File: config.mk
export PLATFORM = sky130hd
export DESIGN_NAME = fetch_unit
export DESIGN_NICKNAME = d
export VERILOG_FILES = /design/src/rtl/fetch_unit.sv
export SDC_FILE = /design/constraint.sdc
export NUM_CORES = 1
export LEC_CHECK = 0
export CORE_MARGIN = 5
export CORE_UTILIZATION = 45
export DETAILED_ROUTE_END_ITERATION = 16
export PLACE_DENSITY = 0.71
export SYNTH_ARGS = -nofsm -noshare
export SYNTH_HDL_FRONTEND = slang
export SYNTH_SLANG_ARGS = --single-unit
export TNS_END_PERCENT = 50
File: constraint.sdc
create_clock -name clk_i -period 13.6 [get_ports clk_i]
set_input_delay 1.36 -clock clk_i [delete_from_list [all_inputs] [get_ports clk_i]]
set_output_delay 1.36 -clock clk_i [all_outputs]
set_load 0.05 [all_outputs]
File: src/rtl/fetch_unit.sv
// RV32 instruction-fetch stage: credit-limited request issue, in-order response
// capture into a small {pc, instr} FIFO, flush/redirect with in-flight discard.
module fetch_unit #(
  parameter int unsigned         XLEN     = 32,
  parameter logic [XLEN-1:0]     RESET_PC = '0,
  parameter int unsigned         DEPTH    = 2
) (
  input  logic            clk_i,
  input  logic            rst_i,
  input  logic            pc_en_i,
  input  logic            stall_i,
  input  logic            flush_i,
  input  logic [XLEN-1:0] branch_target_i,
  output logic            imem_req_valid_o,
  input  logic            imem_req_ready_i,
  output logic [XLEN-1:0] imem_req_addr_o,
  input  logic            imem_rsp_valid_i,
  input  logic [31:0]     imem_rsp_data_i,
  output logic            instr_valid_o,
  output logic [31:0]     instr_o,
  output logic [XLEN-1:0] pc_o,
  output logic [6:0]      opcode_o
);

  localparam logic [31:0]  NOP = 32'h0000_0013;
  localparam int unsigned  CW  = $clog2(DEPTH + 1);
  localparam int unsigned  IW  = CW + 1;
  localparam int unsigned  PW  = $clog2(DEPTH);

  logic [XLEN-1:0] req_pc_q, req_pc_d;
  logic [XLEN-1:0] rsp_pc_q, rsp_pc_d;
  logic [CW-1:0]   outst_q, outst_d;
  logic [CW-1:0]   drop_q, drop_d;
  logic [CW-1:0]   count_q, count_d;
  logic [PW-1:0]   rd_ptr_q, rd_ptr_d;
  logic [PW-1:0]   wr_ptr_q, wr_ptr_d;
  logic [XLEN-1:0] pc_mem_q    [DEPTH];
  logic [31:0]     instr_mem_q [DEPTH];

  logic            req_valid, req_hs, push, pop;
  logic [IW-1:0]   inflight;
  logic            unused_bt;

  assign unused_bt = ^branch_target_i[1:0];

  always_comb begin
    // Outstanding requests plus buffered entries bound the credit, so a push can never overflow.
    inflight  = IW'(outst_q) + IW'(count_q);
    req_valid = !rst_i && pc_en_i && !flush_i && (inflight < IW'(DEPTH));
    req_hs    = req_valid && imem_req_ready_i;
    push      = !rst_i && imem_rsp_valid_i && !flush_i && (drop_q == '0);
    pop       = (count_q != '0) && !stall_i && !flush_i;
  end

  always_comb begin
    req_pc_d = req_pc_q;
    rsp_pc_d = rsp_pc_q;
    drop_d   = drop_q;
    count_d  = count_q;
    rd_ptr_d = rd_ptr_q;
    wr_ptr_d = wr_ptr_q;
    outst_d  = outst_q + CW'(req_hs) - CW'(imem_rsp_valid_i);
    if (flush_i) begin
      req_pc_d = {branch_target_i[XLEN-1:2], 2'b00};
      rsp_pc_d = {branch_target_i[XLEN-1:2], 2'b00};
      drop_d   = outst_q - CW'(imem_rsp_valid_i);
      count_d  = '0;
      rd_ptr_d = '0;
      wr_ptr_d = '0;
    end else begin
      if (req_hs) req_pc_d = req_pc_q + XLEN'(4);
      if (imem_rsp_valid_i && (drop_q != '0)) drop_d = drop_q - CW'(1);
      if (push) begin
        wr_ptr_d = wr_ptr_q + PW'(1);
        rsp_pc_d = rsp_pc_q + XLEN'(4);
      end
      if (pop) rd_ptr_d = rd_ptr_q + PW'(1);
      count_d = count_q + CW'(push) - CW'(pop);
    end
  end

  always_ff @(posedge clk_i) begin
    if (rst_i) begin
      req_pc_q <= RESET_PC;
      rsp_pc_q <= RESET_PC;
      outst_q  <= '0;
      drop_q   <= '0;
      count_q  <= '0;
      rd_ptr_q <= '0;
      wr_ptr_q <= '0;
    end else begin
      req_pc_q <= req_pc_d;
      rsp_pc_q <= rsp_pc_d;
      outst_q  <= outst_d;
      drop_q   <= drop_d;
      count_q  <= count_d;
      rd_ptr_q <= rd_ptr_d;
      wr_ptr_q <= wr_ptr_d;
    end
  end

  always_ff @(posedge clk_i) begin
    if (push) begin
      pc_mem_q[wr_ptr_q]    <= rsp_pc_q;
      instr_mem_q[wr_ptr_q] <= imem_rsp_data_i;
    end
  end

  always_ff @(posedge clk_i) begin
    if (!rst_i) begin
      assert (!(imem_rsp_valid_i && (outst_q == '0)));
      assert (!(push && !pop && (count_q == CW'(DEPTH))));
    end
  end

  always_comb begin
    imem_req_valid_o = req_valid;
    imem_req_addr_o  = req_pc_q;
    instr_valid_o    = (count_q != '0);
    instr_o          = instr_valid_o ? instr_mem_q[rd_ptr_q] : NOP;
    pc_o             = instr_valid_o ? pc_mem_q[rd_ptr_q] : '0;
    opcode_o         = instr_o[6:0];
  end

endmodule

### Word-level counts from Yosys, hierarchy flattened

Memories as Yosys holds them, arrays and structs flattened. A register that Yosys moved wholly into a read port is not among the register bits.
Cells that the tools add are included.

* reductions and logical operators: 20
* $lt $le $gt $ge: 1
* $add $sub $neg: 11
* multiplexer cells: 14

Operators by type and width (number)
* $mux W32: 6
* $add A32 B3 Y32 const B: 2
* $logic_and A1 B1 Y1: 10
* $reduce_bool A2 Y1: 5
* $mux W1: 6
* $sub A2 B1 Y2: 3
* $add A2 B1 Y2: 2
* $mux W2: 2
* $add A2 B2 Y3: 1
* $logic_not A1 Y1: 3
* $lt A3 B2 Y1 const B: 1
* $add A1 B1 Y1 const B: 2
* $logic_not A2 Y1: 1
* $reduce_or A2 Y1: 1
* $sub A2 B1 Y2 const B: 1

* output and inout bits: 105
* memories kept: 2
* flip-flop bits (word level): 72
* bits in writable memories: 128
* word-level logic and storage cells: 57
* input bits: 71

Memory list
* instr_mem_q: words 2, bits a word 32, read ports 1, clocked after memory_dff 1, write ports 1, RTL line 38 `logic [31:0] instr_mem_q [DEPTH];`
* pc_mem_q: words 2, bits a word 32, read ports 1, clocked after memory_dff 1, write ports 1, RTL line 37 `logic [XLEN-1:0] pc_mem_q [DEPTH];`

### Logic depth before layout (Yosys ltp)

Gate-level depths: netlist of run 1.

* depth after elaboration: 7
* mapped depth: 12
* depth with buffers taken out: 11

### Least setup slack after synthesis of run 1

Ideal clock, no wire load.

* path kind: input to register
* from: input port flush_i
* to: memory instr_mem_q[0][0] (enable)
* path slack: 8345 ps
* path buffers: 2
* arrival: 4772 ps
* library setup time: 482 ps
* stages: 6
* data required time: 13118 ps
* path through: buf_4 > or2_4 > nor2_4 > inv_2 > clkbuf_1 > nor2_1

* longest elaborated chain between the ends: 5

RTL lines
* start, declared: RTL line 12 `input logic flush_i,`
* $logic_not A1 Y1: RTL line 51 `push = !rst_i && imem_rsp_valid_i && !flush_i && (drop_q == '0);`
* $logic_and A1 B1 Y1 (2 in a row): RTL line 51
* $mux W1: RTL line 103 `if (push) begin`
* $mux W1 (implied by the code): RTL line 105 `instr_mem_q[wr_ptr_q] <= imem_rsp_data_i;`
* end, declared: RTL line 38

No other way between the ends.

### Worst setup path after layout of run 1

* from: input port flush_i
* to: output port imem_req_valid_o

* longest elaborated chain between the ends: 3

RTL lines
* $logic_not A1 Y1: RTL line 49 `req_valid = !rst_i && pc_en_i && !flush_i && (inflight < IW'(DEPTH));`
* $logic_and A1 B1 Y1 (2 in a row): RTL line 49
* end, declared: RTL line 14 `output logic imem_req_valid_o,`

No other way between the ends.

==> summary.txt, run 1 <==
Floorplanning
  • Die Wd: 148 um
  • Die area: 0.0220 mm2
  • Core area: 0.0188 mm2
  • Die Height: 148 um
  • I/O pins: 176
  • Rows: 50
  • Starting Density: 45.9%

Place
  • Port Buffers: 169
  • Detailed placer's ending HPWL: 12.9 mm
  • Placed cell areas: 0.0104 mm2
  • Place WS: 9030 ps
  • Placed Cells: 1108
  • Gp weighted congestion: 0.843

Route
  • TritonRoute pass-1 iters: 5
  • Vias/cell: 5.42
  • Number of remaining DRC errors: 0
  • DR iter-0 viols: 315
  • Routed WL per cell: 17.1 um
  • DR vias: 6177
  • Detail Route Antenna Nets: 0
  • Post-Route WL: 19.5 mm

Global route
  • GR Layer Usage met3: 4.84%
  • Met1 global-route usage: 26.6%
  • Most Crowded Layer GR: met1
  • Overall routing resource usage: 18.0%
  • Largest net degree at the start of global routing: 63
  • Met2 GRT Util: 26.2%
  • GR Overflow Total: 0
  • First-pass GRT wire length: 31.5 mm
  • Number of global-route vias before repair: 5900
  • Antenna violations before repair: 0

Worst setup path
  • Reg-to-Reg End: imem_req_addr_o[15]
  • Worst Setup Path Type: primary input to output pin
  • Crit path cell chain: clkdlybuf4s50_1, buf_4, nor2_4, and2_1, clkdlybuf4s50_1
  • Crit path max-delay family: buffers and inverters
  • RR Startpoint: count_q[0]
  • Worst path slowest cell: clkdlybuf4s50_1
  • Data arrival, critical path: 3190 ps
  • Reg2reg path depth: 8
  • Largest fanout on the critical path: 45
  • Critical path's most frequent cell: clkdlybuf4s50_1
  • WP depth: 5
  • Startpoint types: primary input
  • R2r setup slk: 10740 ps
  • CP required: 12240 ps
  • Crit end category: output pin
  • Worst path bufs/invs: 3
  • Max stage delay on crit path: 690 ps

Clock tree
  • CTS root buf: clkbuf_16
  • Clock transition at path regs: 60 ps
  • TritonCTS clock tree: done
  • Max H-tree Level: 4
  • Clock sink count: 193
  • Worst skew pair latency: 420 ps
  • Hold buffer count at cts: 0
  • Post-CTS setup buffer count: 0
  • TritonCTS Buffers: 17
  • Post-CTS Resized: 0
  • Max clock buf depth: 2

STA
  • RSZ-0062 raised after global routing: no
  • Final hold slack: 516 ps
  • Setup TNS: 0 ps
  • Worst slew margin: 28.2%
  • Worst Tran Pin Value: 1080 ps
  • Worst setup margin: 9050 ps
  • Fmax: 0.220 GHz
  • Final Max Slew Viols: 0
  • Fin. Hold Viols: 0
  • Clock Skew: 8.99 ps
  • Fin crit share: 33.4%
  • Final Critical Period: 4550 ps
  • Setup violations, final: 0

Logic synthesis
  • Yosys reg bits: 193
  • Post-Syn Area: 0.00861 mm2
  • Ys flop type: edfxtp_1
  • Post-synth EDFFs: 124
  • Mapped Cells: 745
  • Sequential-to-total area share from yosys stat: 59.3%
  • Post-synth top area share: 43.3%
  • Yosys warns: 0
  • Synth area leaders: edfxtp_1, dfxtp_1, mux2i_1, nor2_1, xnor2_1
  • Synth area leader: edfxtp_1
  • Distinct cells, synth: 60
  • Syn_area_per_cell: 11.6 um2
  • Post-synthesis async set-or-reset flop share: 0%

Worst hold path
  • Hold Path Cell Cnt: 0
  • Hold Path Sink: pc_mem_q[0][31]
  • Tightest Hold Check Type: flip-flop to flip-flop
  • Min-delay src: rsp_pc_q[31]

Job
  • MaxCap Viol Count: 0

Layout
  • Synth-to-Final Area Change: 27.7%
  • Finished Core Util: 58.6%
  • Share of cells above drive strength 1: 6.51%
  • Fin cells: 1140
  • Nets: 973
  • Cell area after layout: 0.0110 mm2
  • Antenna Cells: 0

Run status
  • Run status: complete, no violations

Power
  • PwrDens: 118 mW/mm2
  • Peak supply drop: 98.9 uV
  • Overall Power: 1.30 mW
  • Static Leak: 3.59 nW
==> state kept, by name (all words and copies together) (netlist names), named ones only <==
signal           cells
pc_mem_q            60
wr_ptr_q             1
rsp_pc_q            30
imem_req_addr_o     30
count_q              2
outst_q              2
drop_q               2
rd_ptr_q             1
instr_mem_q         64
==> power breakdown <==
| part | internal, mW | leakage, nW | switching (mW) |
|---|---|---|---|
| registers | 0.645 | 1.70 | 0.0215 |
| logic | 0.0562 | 1.60 | 0.0827 |
| clock network | 0.283 | 0.279 | 0.207 |
==> layer usage <==
layer | up-vias | routed length, um
li1 | 3007 | -
met1 | 2921 | 9300
met2 | 233 | 8580
met3 | 16 | 1420
met4 | 0 | 219
met5 | - | 0
==> worst max-delay path by stage <==
| stage | to | slack [ps] | from |
|---|---|---|---|
| floorplan | instr_mem_q[0][0] | 8350 | flush_i |
| global placement | imem_req_valid_o | 9060 | flush_i |
| detailed placement | imem_req_valid_o | 9030 | flush_i |
| CTS | imem_req_valid_o | 9030 | flush_i |
| global route | imem_req_valid_o | 8970 | flush_i |
| finish | imem_req_valid_o | 9050 | flush_i |
==> placed cells by master, fill, tap and decap left out, types with 5 or more instances in the layout <==
cell type and n:
clkdlybuf4s50_1 168, edfxtp_1 124, nor2_1 93, dfxtp_1 68, mux2i_1 63, nand2_1 49
xnor2_1 31, a21oi_1 26, clkbuf_16 19, nand3_1 18, nand4_1 17, inv_1 15
and3_1 15, a31oi_1 15, nor3_1 13, xor2_1 13, a21boi_0 12, a211oi_1 12
nor4_1 10, o22ai_1 10, o21ai_0 8, ha_1 8, and2_1 7, buf_4 7
or3_1 6, mux2_2 5
==> area by class of cell <==
class,instances,area [um2]
clock buffers,23,510
clock inverters,9,77.6
fillers,1560,7770
inverters,18,67.6
multi-input cells,487,3200
flip-flops and latches,193,5110
well taps,234,293
repair buffers,176,1740
==> cell usage after synthesis (2+ instances only) <==
cell type  number
o21bai_1        3
and4_1          3
nand2_1        49
nor4_1         10
o211ai_1        3
a22oi_1         4
ha_1            8
a211oi_1       12
clkbuf_1       27
o311ai_0        3
and2_1          7
or3_1           6
nand3_1        18
o32ai_1         2
dfxtp_1        69
inv_2           2
nor4b_1         2
nand4_1        17
inv_1          16
nand3b_1        3
buf_6           3
edfxtp_1      124
o22ai_1        10
mux2i_1        63
nor2_4          2
mux2_2          5
nor2_1         95
and3_1         16
a21oi_1        26
or4_1           4
xor2_1         13
o21ai_0         8
nor3_1         13
nand4_2         2
buf_1           5
buf_4          13
a31oi_1        15
a21boi_0       12
xnor2_1        31
==> logic make-up after synthesis <==
family,count (synthesis),synth area share (%)
fa+ha+maj,9,1.40
other cells,1,0.0436
xor+xnor,44,4.48
simple gates,260,15.2
compound gates,102,7.68
buf+inv,68,3.87
flops,193,59.3
mux,68,7.98
Note: power is estimated with default switching activity, not from simulation.
==> run 2, diff against run 1 <==
==> constraint.sdc (replaced) <==
create_clock -name clk_i -period 4.6 [get_ports clk_i]
set_input_delay 0.46 -clock clk_i [delete_from_list [all_inputs] [get_ports clk_i]]
set_output_delay 0.46 -clock clk_i [all_outputs]
set_load 0.05 [all_outputs]
==> run 2 against run 1 <==
First-iteration DRC count rose by 28%. Design area fell by 0.20%. Sequential cell count did not move. Routed wire length rose by 1.2%. Register-to-register slack got worse by 9000 ps. Global-route usage fell by 0.062 points. Final cell count barely moved. Combinational power rose to 3.0 times the previous value. Utilization fell by 0.12 points. Largest cell class unchanged. Largest power group unchanged. Highest routed layer unchanged.
==> summary.txt, run 2 (synthesis gave the netlist of run 1 again) <==
Power
  • PwrDens: 342 mW/mm2 (+190%)
  • Sw Ratio: 24.9% (+0.90 points)
  • Static Leak: 3.57 nW (-0.32%)
  • Sequential power share: 52.5% (+1.0 points)
  • Clock network power share: 36.5% (-1.3 points)
  • Internal: 2.82 mW (+190%)
  • Combinational share of power: 11.0% (+0.3 points)
  • Peak supply drop: 301 uV (+200%)
  • NetSw: 936 uW (+200%)

Route
  • WL met1: 9.28 mm (-0.25%)
  • Number of remaining DRC errors: 0 (unchanged)
  • Routed WL per cell: 17.3 um (+1.1%)
  • DR vias: 6128 (-0.79%)
  • Met3 wire length: 1.51 mm (+6.9%)
  • Detail Route Antenna Nets: 0 (unchanged)
  • Met2 wire length: 8.65 mm (+0.90%)
  • Max layer used: met4
  • Vias/cell: 5.37 (-0.88%)
  • Post-Route WL: 19.8 mm (+1.2%)
  • DR iter-0 viols: 404 (+28%)
  • TritonRoute pass-1 iters: 5 (unchanged)

STA
  • Final Max Slew Viols: 0 (unchanged)
  • Clock Skew: 9.39 ps (+0.398 ps)
  • RSZ-0062 raised after global routing: no
  • Setup violations, final: 0 (unchanged)
  • Fin. Hold Viols: 0 (unchanged)
  • Setup TNS: 0 ps (unchanged)
  • Worst setup margin: 1400 ps (-7660 ps)
  • Final Critical Period: 3200 ps
  • Fin crit share: 69.6%
  • Worst Tran Pin Value: 1110 ps (+32.2 ps)
  • Fmax: 0.312 GHz
  • Worst slew margin: 26.1% (-2.1 points)

Floorplanning
  • Die area: 0.0220 mm2 (unchanged)
  • Die Wd: 148 um (unchanged)
  • Die Height: 148 um (unchanged)
  • Starting Density: 45.9% (unchanged)
  • Core area: 0.0188 mm2 (unchanged)
  • I/O pins: 176 (unchanged)
  • Rows: 50 (unchanged)

Clock tree
  • Clock sink count: 193 (unchanged)
  • Post-CTS Resized: 0 (unchanged)
  • Hold buffer count at cts: 0 (unchanged)
  • Post-CTS setup buffer count: 0 (unchanged)
  • Max H-tree Level: 4 (unchanged)
  • TritonCTS Buffers: 17 (unchanged)
  • Clock transition at path regs: 70 ps (about the same)
  • TritonCTS clock tree: done
  • Max clock buf depth: 2 (unchanged)
  • CTS root buf: clkbuf_16
  • Worst skew pair latency: 430 ps (about the same)

Layout
  • Filler Cell Count: 1542 (-1.2%)
  • Cell area after layout: 0.0110 mm2 (-0.20%)
  • Share of cells above drive strength 1: 6.73% (+0.21 points)
  • Seq. cell area: 0.00511 mm2 (unchanged)
  • Multi-input logic area: 0.00320 mm2 (unchanged)
  • Fin cells: 1141 (+0.088%)
  • Most frequent cells in the layout: clkdlybuf4s50_1, edfxtp_1, nor2_1, dfxtp_1, mux2i_1
  • Max FFs per register: 64 (unchanged)
  • Finished Core Util: 58.5% (-0.12 points)
  • Nets: 974 (+0.10%)
  • Top Registers: instr_mem_q (64), pc_mem_q (60)
  • Synth-to-Final Area Change: 27.5%
  • Antenna Cells: 0 (unchanged)
  • Largest reg by FF count: instr_mem_q
  • Most common cell after layout, fill and taps aside: clkdlybuf4s50_1

Worst setup path
  • Largest fanout on the critical path: 35 (-22%)
  • Worst Setup Path Type: flip-flop to output pin
  • Startpoint types: flip-flop
  • Data arrival, critical path: 2740 ps (-450 ps)
  • Crit end category: output pin
  • CP required: 4140 ps (-8100 ps)

Place
  • Detailed placer's ending HPWL: 13.5 mm (+5.2%)
  • Port Buffers: 169 (unchanged)
  • Place WS: 1690 ps (-7340 ps)
  • Placed cell areas: 0.0104 mm2 (+0.19%)
  • Placed Cells: 1109 (+0.090%)
  • Gp weighted congestion: 0.813 (-3.5%)

Worst hold path
  • Tightest Hold Check Type: primary input to flip-flop

Global route
  • Overall routing resource usage: 17.9% (-0.062 points)
  • Number of global-route vias before repair: 5928 (+0.47%)
  • Largest net degree at the start of global routing: 63 (unchanged)
  • Antenna violations before repair: 0 (unchanged)
  • GR Overflow Total: 0 (unchanged)
  • First-pass GRT wire length: 31.5 mm (-0.17%)

Job
  • MaxCap Viol Count: 0 (unchanged)

Run status
  • Run status: complete, no violations
-- run 2: final timing paths --
check        slack (ps)         start  cells after the start                   to
max                1400    count_q[1]                      4          opcode_o[6]
min                 400         rst_i                      2         rsp_pc_q[25]
max reg2reg        1750    count_q[0]                      8  imem_req_addr_o[15]
min reg2reg         510  rsp_pc_q[27]                      0      pc_mem_q[0][27]
-- run 2: power groups by stage --
stage / combinational [mW] / sequential, mW / clock (mW)
5_1_grt: 0.444 / 1.98 / 1.47
3_3_place_gp: 0.408 / 2.01 / 0
3_5_place_dp: 0.414 / 2.01 / 0
6_report: 0.414 / 1.97 / 1.37
4_1_cts: 0.416 / 1.97 / 1.40
2_1_floorplan: 0.204 / 2.05 / 0
-- run 2: area by class of cell --
class / count / area share [%]
tap: 234 / 2.67
sequential: 193 / 46.6
multi-input combinational: 487 / 29.1
clock inverter: 14 / 1.06
inverter: 18 / 0.616
timing repair buffer: 177 / 16.0
clock buffer: 18 / 3.91
-- run 2: per-stage QoR --
stage | hold WS, ps | power, mW
after floorplan | 445 | 2.25
after global placement | 483 | 2.41
after detailed placement | 490 | 2.42
after CTS | 404 | 3.78
after global routing | 403 | 3.89
final | 402 | 3.75
-- run 2: critical path, stage by stage, from the launching register on --
cell and delay, ps:
dfxtp_1 370, nor2_4 670, buf_4 420, nor2_1 120, clkdlybuf4s50_1 710
-- run 2: metal layers --
metal	vias to the layer above	GRT usage [%]
met2	230	27.2
met5	-	0
met1	2859	25.6
met3	19	4.08
li1	3020	-
met4	0	5.77
==> run 3, diff against run 2 <==
==> constraint.sdc (replaced) <==
create_clock -name clk_i -period 3 [get_ports clk_i]
set_input_delay 0.3 -clock clk_i [delete_from_list [all_inputs] [get_ports clk_i]]
set_output_delay 0.3 -clock clk_i [all_outputs]
set_load 0.05 [all_outputs]
==> run 3 against run 2 <==
Via count is 1.3% higher. Sequential cell count unchanged. Combinational power rose by 55%. Routed wire length is 0.12% higher. Sequential share of layout area down 0.42 points. Non-clock buffer count is 6 higher. Design area up 0.91%. Sequential power rose by 53%. Global-route usage is 0.25 points higher. Die area unchanged. Largest cell class unchanged. Highest routed layer unchanged.
==> summary.txt, run 3 (synthesis gave the netlist of run 1 again) <==
Worst setup path
  • Worst Setup Path Type: flip-flop to flip-flop
  • Crit path max-delay family: simple AND/OR/NAND/NOR gates
  • Reg-to-Reg End: imem_req_addr_o[15]
  • CP required: 3350 ps (-790 ps)
  • Largest fanout on the critical path: 25 (-29%)
  • Worst path bufs/invs: 1 (-1)
  • RR Startpoint: count_q[0]
  • Reg2reg path depth: 8 (unchanged)
  • Max stage delay on crit path: 460 ps (-250 ps)
  • Startpoint types: flip-flop
  • R2r setup slk: 310 ps (-1440 ps)
  • Crit path cell chain: and2_1, fa_1, nor3b_1, and3_4, inv_2, or3_4, or3_1, a31oi_1
  • Crit end category: flip-flop
  • Worst path slowest cell: or3_4
  • Data arrival, critical path: 3040 ps (+300 ps)

Global route
  • Overall routing resource usage: 18.2% (+0.25 points)
  • Antenna violations before repair: 0 (unchanged)
  • GR Overflow Total: 0 (unchanged)
  • Largest net degree at the start of global routing: 63 (unchanged)
  • First-pass GRT wire length: 31.7 mm (+0.77%)
  • Number of global-route vias before repair: 5889 (-0.66%)

STA
  • Worst setup margin: 309 ps (-1090 ps)
  • Worst slew margin: 38.9% (+13 points)
  • Fin. Hold Viols: 0 (unchanged)
  • Clock Skew: 7.89 ps (-1.50 ps)
  • Setup TNS: 0 ps (unchanged)
  • Fmax: 0.372 GHz
  • RSZ-0062 raised after global routing: no
  • Setup violations, final: 0 (unchanged)
  • Final Critical Period: 2690 ps
  • Fin crit share: 89.7%
  • Final Max Slew Viols: 0 (unchanged)
  • Worst Tran Pin Value: 913 ps (-196 ps)

Floorplanning
  • Die Wd: 148 um (unchanged)
  • Die area: 0.0220 mm2 (unchanged)
  • Core area: 0.0188 mm2 (unchanged)
  • I/O pins: 176 (unchanged)
  • Rows: 50 (unchanged)
  • Die Height: 148 um (unchanged)
  • Starting Density: 45.9% (unchanged)

Route
  • Number of remaining DRC errors: 0 (unchanged)
  • Vias/cell: 5.41 (+0.73%)
  • Detail Route Antenna Nets: 0 (unchanged)
  • Post-Route WL: 19.8 mm (+0.12%)
  • TritonRoute pass-1 iters: 4 (-1)
  • Routed WL per cell: 17.2 um (-0.40%)
  • DR iter-0 viols: 356 (-12%)
  • DR vias: 6205 (+1.3%)

Power
  • Static Leak: 3.64 nW (+1.7%)
  • Overall Power: 5.81 mW (+55%)
  • Peak supply drop: 421 uV (+40%)
  • PwrDens: 525 mW/mm2 (+53%)

Place
  • Detailed placer's ending HPWL: 13.7 mm (+0.94%)
  • Placed cell areas: 0.0105 mm2 (+0.89%)
  • Port Buffers: 169 (unchanged)
  • Placed Cells: 1115 (+0.54%)
  • Place WS: 325 ps (-1360 ps)
  • Gp weighted congestion: 0.799 (-1.8%)

Worst hold path
  • Hold Path Sink: rsp_pc_q[21]
  • Hold Path Cell Cnt: 2 (unchanged)
  • Min-delay src: rst_i
  • Tightest Hold Check Type: primary input to flip-flop

Layout
  • Nets: 980 (+0.62%)
  • Most frequent cells in the layout: clkdlybuf4s50_1, edfxtp_1, nor2_1, dfxtp_1, mux2i_1
  • Most common cell after layout, fill and taps aside: clkdlybuf4s50_1
  • Share of cells above drive strength 1: 7.23% (+0.50 points)
  • Largest reg by FF count: instr_mem_q
  • Cell area after layout: 0.0111 mm2 (+0.91%)
  • Antenna Cells: 0 (unchanged)
  • Synth-to-Final Area Change: 28.6%
  • Max FFs per register: 64 (unchanged)
  • Fin cells: 1147 (+0.53%)
  • Top Registers: instr_mem_q (64), pc_mem_q (60)

Job
  • MaxCap Viol Count: 0 (unchanged)

Clock tree
  • TritonCTS clock tree: done
  • Post-CTS setup buffer count: 0 (unchanged)
  • Hold buffer count at cts: 0 (unchanged)
  • TritonCTS Buffers: 17 (unchanged)
  • Post-CTS Resized: 0 (unchanged)
  • Clock transition at path regs: 70 ps (about the same)
  • Max H-tree Level: 4 (unchanged)
  • Max clock buf depth: 2 (unchanged)
  • Worst skew pair latency: 430 ps (about the same)
  • Clock sink count: 193 (unchanged)
  • CTS root buf: clkbuf_16

Run status
  • Run status: complete, no violations
## run 3: area by class of cell
class / count / area (um2)
repair buffers: 183 / 1850
fillers: 1553 / 7700
well taps: 234 / 293
clock inverters: 12 / 116
multi-input cells: 487 / 3200
flip-flops and latches: 193 / 5110
clock buffers: 20 / 437
inverters: 18 / 67.6
## run 3: stage by stage
step	hold WS, ps	util (%)
2_1_floorplan	399	-
3_3_place_gp	474	56.0
3_5_place_dp	484	56.0
4_1_cts	261	59.0
5_1_grt	277	59.0
6_report	285	59.0
## run 3: worst max path at each step
stage                     from                  end  slack (ps)  depth (start not counted)
floorplan            drop_q[0]    instr_mem_q[1][0]          10                          5
global placement    count_q[0]  imem_req_addr_o[15]         390                          8
detailed placement  count_q[0]  imem_req_addr_o[15]         320                          8
CTS                  flip-flop           instr_o[2]         280                          4
global route        count_q[0]  imem_req_addr_o[15]         120                          8
finish              count_q[0]  imem_req_addr_o[15]         310                          8
## run 3: report_power, final
| group | internal (mW) | switching, mW | total (mW) |
|---|---|---|---|
| combinational | 0.265 | 0.376 | 0.642 |
| sequential | 2.92 | 0.0984 | 3.02 |
| clock | 1.22 | 0.933 | 2.15 |
| total | 4.41 | 1.41 | 5.81 |
## run 3: metal layers
| layer | vias up | wire length [um] | global-route usage [%] | share of wire [%] |
|---|---|---|---|---|
| met3 | 17 | 1390 | 5.03 | 7.0 |
| li1 | 3029 | - | - | - |
| met2 | 219 | 8720 | 27.0 | 44 |
| met4 | 0 | 204 | 4.39 | 1.0 |
| met1 | 2940 | 9460 | 26.5 | 48 |
| met5 | - | 0 | 0 | 0 |
